[config.mk]
export PLATFORM = sky130hd
export DESIGN_NAME = fifo_burst_drain
export DESIGN_NICKNAME = d
export VERILOG_FILES = /design/src/rtl/fifo_pkg.sv /design/src/rtl/drain_out_reg.sv /design/src/rtl/fifo_burst_drain.sv
export SDC_FILE = /design/constraint.sdc
export NUM_CORES = 1
export LEC_CHECK = 0
export CORE_UTILIZATION = 55
export DETAILED_ROUTE_END_ITERATION = 16
export DONT_BUFFER_PORTS = 1
export PLACE_DENSITY = 0.8
export SYNTH_ARGS = -nofsm -noshare
export SYNTH_HDL_FRONTEND = slang
export SYNTH_HIERARCHICAL = 1
export SYNTH_SLANG_ARGS = --single-unit
export TNS_END_PERCENT = 100
[constraint.sdc]
create_clock -name clk -period 4.6 [get_ports clk]
set_clock_uncertainty 0.05 [all_clocks]
set_input_delay 0.92 -clock clk [delete_from_list [all_inputs] [get_ports clk]]
set_output_delay 0.92 -clock clk [all_outputs]
set_load 0.02 [all_outputs]
[src/rtl/fifo_pkg.sv]
// Shared types and helpers for the burst-drain block.
// Latency: n/a (declarations only).
// Backpressure: n/a.
//
// drain_state_t : drain FSM encoding (IDLE / BURST / LAST).
// len_width()   : bit width needed to hold a burst length of 0..max_len.
package fifo_pkg;

   typedef enum logic [1:0] {
      IDLE  = 2'd0,
      BURST = 2'd1,
      LAST  = 2'd2   // final word registered, waiting for its handshake
   } drain_state_t;

   function automatic int len_width(input int max_len);
      return (max_len < 1) ? 1 : $clog2(max_len + 1);
   endfunction

endpackage

[src/rtl/drain_out_reg.sv]
// Output stage of the burst drain: one data/sop/eop register with valid/ready hold.
// Latency: 1 cycle from i_load to o_valid.
// Backpressure: word held stable while o_valid=1 and i_ready=0; loads only when told to.
//
// Ports: clk/rstb (async active-low) / sclr (sync clear, drops any held word),
//        i_load + i_data/i_sop/i_eop (capture strobe and payload), i_ready (downstream accept),
//        o_data/o_valid/o_sop/o_eop (registered stream outputs).
module drain_out_reg #(
   parameter int DATA_WIDTH = 32
) (
   input  logic                  clk,
   input  logic                  rstb,
   input  logic                  sclr,
   input  logic                  i_load,
   input  logic [DATA_WIDTH-1:0] i_data,
   input  logic                  i_sop,
   input  logic                  i_eop,
   input  logic                  i_ready,
   output logic [DATA_WIDTH-1:0] o_data,
   output logic                  o_valid,
   output logic                  o_sop,
   output logic                  o_eop
);

   logic [DATA_WIDTH-1:0] r_data;
   logic                  r_valid;
   logic                  r_sop;
   logic                  r_eop;

   always_ff @(posedge clk or negedge rstb) begin
      if (!rstb) begin
         r_data  <= '0;
         r_valid <= 1'b0;
         r_sop   <= 1'b0;
         r_eop   <= 1'b0;
      end else if (sclr) begin
         r_valid <= 1'b0;
         r_sop   <= 1'b0;
         r_eop   <= 1'b0;
      end else if (i_load) begin
         // The caller only loads when the register is empty or being drained.
         r_data  <= i_data;
         r_valid <= 1'b1;
         r_sop   <= i_sop;
         r_eop   <= i_eop;
      end else if (i_ready) begin
         r_valid <= 1'b0;
         r_sop   <= 1'b0;
         r_eop   <= 1'b0;
      end
   end

   assign o_data  = r_data;
   assign o_valid = r_valid;
   assign o_sop   = r_sop;
   assign o_eop   = r_eop;

endmodule

[src/rtl/fifo_burst_drain.sv]
// Drains a look-ahead sync FIFO as framed bursts (full bursts, or timed-out partial ones).
// Latency: popped word appears on m_data one cycle after fifo_rd_en; 1 word/cycle sustained.
// Backpressure: m_ready=0 holds the output word and stops popping; empty FIFO inserts bubbles.
//
// Ports: clk, rstb (async active-low), sclr (sync clear);
//        fifo_data/fifo_empty/fifo_uw in from the FIFO, fifo_rd_en out to it;
//        m_data/m_valid/m_ready/m_sop/m_eop/m_len output stream; busy = FSM not IDLE.
module fifo_burst_drain
   import fifo_pkg::*;
#(
   parameter int DATA_WIDTH = 32,
   parameter int ADDR_WIDTH = 8,
   parameter int BURST_LEN  = 16,
   parameter int TIMEOUT    = 255
) (
   input  logic                             clk,
   input  logic                             rstb,
   input  logic                             sclr,
   input  logic [DATA_WIDTH-1:0]            fifo_data,
   input  logic                             fifo_empty,
   input  logic [ADDR_WIDTH:0]              fifo_uw,
   output logic                             fifo_rd_en,
   output logic [DATA_WIDTH-1:0]            m_data,
   output logic                             m_valid,
   input  logic                             m_ready,
   output logic                             m_sop,
   output logic                             m_eop,
   output logic [len_width(BURST_LEN)-1:0]  m_len,
   output logic                             busy
);

   localparam int LW  = len_width(BURST_LEN);
   localparam int UWW = ADDR_WIDTH + 1;
   localparam int TW  = (TIMEOUT > 0) ? $clog2(TIMEOUT + 1) : 1;

   localparam logic [UWW-1:0] UW_BL  = UWW'(BURST_LEN);
   localparam logic [LW-1:0]  LEN_BL = LW'(BURST_LEN);
   localparam logic [TW-1:0]  TO_MAX = TW'(TIMEOUT);

   drain_state_t   r_state;
   logic [LW-1:0]  r_len;
   logic [LW-1:0]  r_rem;
   logic [TW-1:0]  r_timer;

   logic w_full;
   logic w_partial;
   logic w_tmo;
   logic w_hs;
   logic w_chain;
   logic w_load_b;
   logic w_load;
   logic w_sop;
   logic w_eop;

   assign w_full    = (fifo_uw >= UW_BL);
   assign w_partial = (fifo_uw != '0) && (fifo_uw < UW_BL);
   assign w_tmo     = (TIMEOUT != 0) && (r_timer == TO_MAX) && (fifo_uw != '0);
   assign w_hs      = m_valid & m_ready;

   // Back-to-back full bursts: the eop handshake in LAST also loads the next
   // burst's first word, so the output register never goes empty in between.
   assign w_chain   = (r_state == LAST) && w_hs && w_full && !fifo_empty;
   assign w_load_b  = (r_state == BURST) && (r_rem != '0) && !fifo_empty &&
                      (!m_valid || m_ready);
   assign w_load    = !sclr && (w_load_b || w_chain);

   // First word of a burst is the one loaded while remaining still equals len.
   assign w_sop     = w_chain || (r_rem == r_len);
   assign w_eop     = w_chain ? (BURST_LEN == 1) : (r_rem == LW'(1));

   always_ff @(posedge clk or negedge rstb) begin
      if (!rstb) begin
         r_state <= IDLE;
         r_len   <= '0;
         r_rem   <= '0;
         r_timer <= '0;
      end else if (sclr) begin
         r_state <= IDLE;
         r_rem   <= '0;
         r_timer <= '0;
      end else begin
         case (r_state)
            IDLE: begin
               if (w_full) begin
                  r_state <= BURST;
                  r_len   <= LEN_BL;
                  r_rem   <= LEN_BL;
                  r_timer <= '0;
               end else if (w_tmo) begin
                  // fifo_uw < BURST_LEN here, so it fits the length width.
                  r_state <= BURST;
                  r_len   <= LW'(fifo_uw);
                  r_rem   <= LW'(fifo_uw);
                  r_timer <= '0;
               end else if (fifo_empty) begin
                  r_timer <= '0;
               end else if (w_partial && (r_timer != TO_MAX)) begin
                  r_timer <= r_timer + TW'(1);
               end
            end
            BURST: begin
               if (w_load) begin
                  r_rem <= r_rem - LW'(1);
                  if (r_rem == LW'(1)) begin
                     r_state <= LAST;
                  end
               end
            end
            LAST: begin
               if (w_chain) begin
                  // The chained load already consumed the first word.
                  r_len   <= LEN_BL;
                  r_rem   <= LEN_BL - LW'(1);
                  r_state <= (BURST_LEN == 1) ? LAST : BURST;
               end else if (w_hs) begin
                  r_state <= IDLE;
               end
            end
            default: r_state <= IDLE;
         endcase
      end
   end

   drain_out_reg #(
      .DATA_WIDTH (DATA_WIDTH)
   ) u_out_reg (
      .clk     (clk),
      .rstb    (rstb),
      .sclr    (sclr),
      .i_load  (w_load),
      .i_data  (fifo_data),
      .i_sop   (w_sop),
      .i_eop   (w_eop),
      .i_ready (m_ready),
      .o_data  (m_data),
      .o_valid (m_valid),
      .o_sop   (m_sop),
      .o_eop   (m_eop)
   );

   assign fifo_rd_en = w_load;
   assign m_len      = r_len;
   assign busy       = (r_state != IDLE);

endmodule

==> out/qor.yml <==
timing:
  slew_viol_final: 0
  max-slew-margin-rel_pct: 51.28
  finalHoldViolCount: 0
  setup_violations: 0
  hold_ws_ns: 0.2488
  timing.setup.tns_ns: 0
  rsz0062_at_grt: "false"
  period_share_pct: 69.73
  clock.fmax_mhz: 311.8
  timing.final.crit_period_ns: 3.207
  worst_pin_slew_ns: 0.7307
drt:
  wl_per_cell_um: 17.12
  first_pass_iters: 5
  drtIter0Drc: 119
  via_count: 1843
  ant_nets: 0
  drcViolationCount: 0
  wirelength_mm: 5.360
  routed_via_density: 5.888
setup_path:
  required_ns: 3.63
  crit_path_end_kind: "output pin"
  cp_max_fo: 7
  cp_cell_sequence: "or4_1 > o211ai_4 > a21oi_1"
  path_class: "in2out"
  crit_slowest_cell: "or4_1"
  cp_slowest_stage_delay_ns: 0.73
  start_kind: "input port"
  worstPathArrival_ns: 2.24
synthesis:
  synth_nets: 298
  synth_cell_types: 53
  ys_ff_latch: 55
  syn_area_um2: 2945
  async_reset_ff_share_pct: 100.0
  yosysSeqAreaShare_pct: 46.73
  yosys_warnings: 6
  avgSynthCellArea_um2: 12.07
  synthCells: 244
  synth_edf_count: 0
  yosys_most_used_dff: "dfrtp_1"
grt:
  grt_start_max_net_pins: 56
  antenna_found_initial: 0
  grt_overflow: 0
  grt_pass1_vias: 1674
  grt_pass1_wl_mm: 8.100
  grtUsageTotal_pct: 18.95
clock_network:
  clock_tree.root_cell: "clkbuf_8"
  path_clk_slew_ns: 0.10
  numCtsBuffers: 5
  hold_buffers: 0
  ctsResizeCount: 0
  clock_path_buffers: 2
  cts_tree: "done"
  post_cts_buffers: 0
  clk_latency_ns: 0.30
  cts_max_level: 2
  cts_sinks: 55
die:
  start_util_pct: 57.30
  die_area_um2: 5652
  core_area_um2: 5140
  rows: 26
  die-width_um: 75.18
  ioPinCount: 88
  die_y_um: 75.18
cells_and_area:
  fin_cells: 313
  drive_gt1_share_pct: 21.40
  fin_nets: 296
  fillers: 435
  area_growth_pct: 3.059
  final_util_pct: 59.06
  num_antenna_cells: 0
power_and_ir_drop:
  p_leak_nw: 1.340
  p_clk_share_pct: 14.5
  power_frac_seq_pct: 53.3
  p_comb_share_pct: 32.2
  internal_power_mw: 1.074
  p_per_area_nw_per_um2: 584.0
  vdd_drop_max_v: 0.0002037
  p_sw_mw: 0.6985
  switching_share_pct: 39.41
place:
  post-dp-hpwl_mm: 3.905
  globalplace.congestion: 0.8995
  port_buffers: 0
  dp_cells: 305
status:
  status: "finished, final reports clean"
job:
  drv_cap: 0
worst_hold_path:
  hp-class: "in2async"
==> layout by cell type (no fill, tap or decap), types with 3 or more instances in the layout <==
cell	netlist	layout
nand3_1	7	7
xor2_1	4	4
mux2_1	4	4
or4_1	4	4
a21oi_1	13	13
ha_1	8	8
a211oi_1	4	4
nor2_1	4	4
mux2_4	30	30
dfrtp_1	55	55
mux2i_1	5	5
inv_1	18	18
nand2_1	20	20
o31ai_1	4	4
mux2_2	3	3
clkbuf_8	0	5
o21ai_0	4	4
nor3_1	5	5
xnor2_1	6	6
==> synth_stat cells (2+ instances only) <==
cell type  count  area (um^2)
ha_1           8        100.1
nand2_1       20        75.07
nor2b_1        2        12.51
a211oi_1       4        30.03
mux2i_1        5        50.05
nand3_1        7        35.03
nor2_1         4        15.01
a21o_1         2        15.01
nand2b_1       2        12.51
o21ai_1        2        10.01
xor2_1         4        35.03
inv_1         18        67.56
o31ai_1        4        30.03
o21ai_0        4        20.02
dfrtp_1       55         1376
a21oi_1       13        65.06
or4_1          4        30.03
nor3_1         5        25.02
mux2_1         4        45.04
mux2_4        30        450.4
o41ai_1        2        17.52
clkbuf_1       4        15.01
nand4_1        2        12.51
buf_12         3        60.06
xnor2_1        6        52.55
mux2_2         3        33.78
==> metal layers <==
| layer | track usage [%] | share of wire [%] | vias to the layer above |
|---|---|---|---|
| met1 | 25.77 | 45 | 888 |
| li1 | - | - | 859 |
| met4 | 5.350 | 0.93 | 0 |
| met2 | 29.53 | 45 | 88 |
| met5 | 0 | 0 | - |
| met3 | 5.756 | 9.1 | 8 |
==> logic make-up (layout without fill, tap and decap cells) <==
logic type,after synthesis,in the layout,synth area share (%)
buf+inv,28,27,5.650
simple gates,61,61,11.81
flops,55,55,46.73
mux,42,42,19.67
xor+xnor,10,10,2.974
fa+ha+maj,8,8,3.399
compound gates,40,40,9.771
==> final cells by class <==
cell class	count	area, um^2	share of cell area (%)
clock inverter	3	20.02	0.6595
multi-input combinational	161	1408	46.37
timing repair buffer	1	7.507	0.2473
tap	70	87.58	2.885
inverter	18	67.56	2.226
clock buffer	5	68.82	2.267
sequential	55	1376	45.34
==> power by group through the flow <==
stage / sequential [mW] / combinational, mW / clock, mW
floorplan: 0.914 / 0.507 / 0
global placement: 0.949 / 0.555 / 0
detailed placement: 0.954 / 0.567 / 0
CTS: 0.946 / 0.571 / 0.271
global route: 0.970 / 0.620 / 0.289
finish: 0.945 / 0.570 / 0.258
==> flip-flops by register name (all words and copies together), names as in the netlist <==
signal,cells
m_len,5
r_timer,8
u_out_reg/o_eop,1
u_out_reg/o_sop,1
r_state,2
r_rem,5
u_out_reg/o_data,32
u_out_reg/o_valid,1
==> path summary, 6_finish.rpt <==
check / start / to / slack, ns / cells after the start
setup / recovery: fifo_uw[5] / fifo_rd_en / 1.39 / 3
hold / removal: rstb / u_out_reg/o_data[18] / 0.25 / 0
setup reg to reg: r_rem[0] / u_out_reg/o_data[22] / 1.43 / 9
hold reg to reg: r_timer[5] / r_timer[5] / 0.49 / 1
max in group asynchronous: rstb / r_rem[1] / 4.16 / 0
min in group clk: r_timer[5] / r_timer[5] / 0.49 / 1
==> critical path, delay by kind of cell <==
kind               cells  cell delay [ns]
AOI/OAI and AO/OA      2             0.59
and+or+nand+nor        1             0.73
==> through the flow <==
step                      total power [mW]  cell area, um^2  setup WS (ns)
after floorplan                      1.421             2945          1.607
after global placement               1.504             2947          1.263
after CTS                            1.789             3035          1.388
final                                1.773             3035          1.393
after detailed placement             1.521             2947          1.198
after global routing                 1.880             3035          1.278
Power figures use the tool's default switching activity.
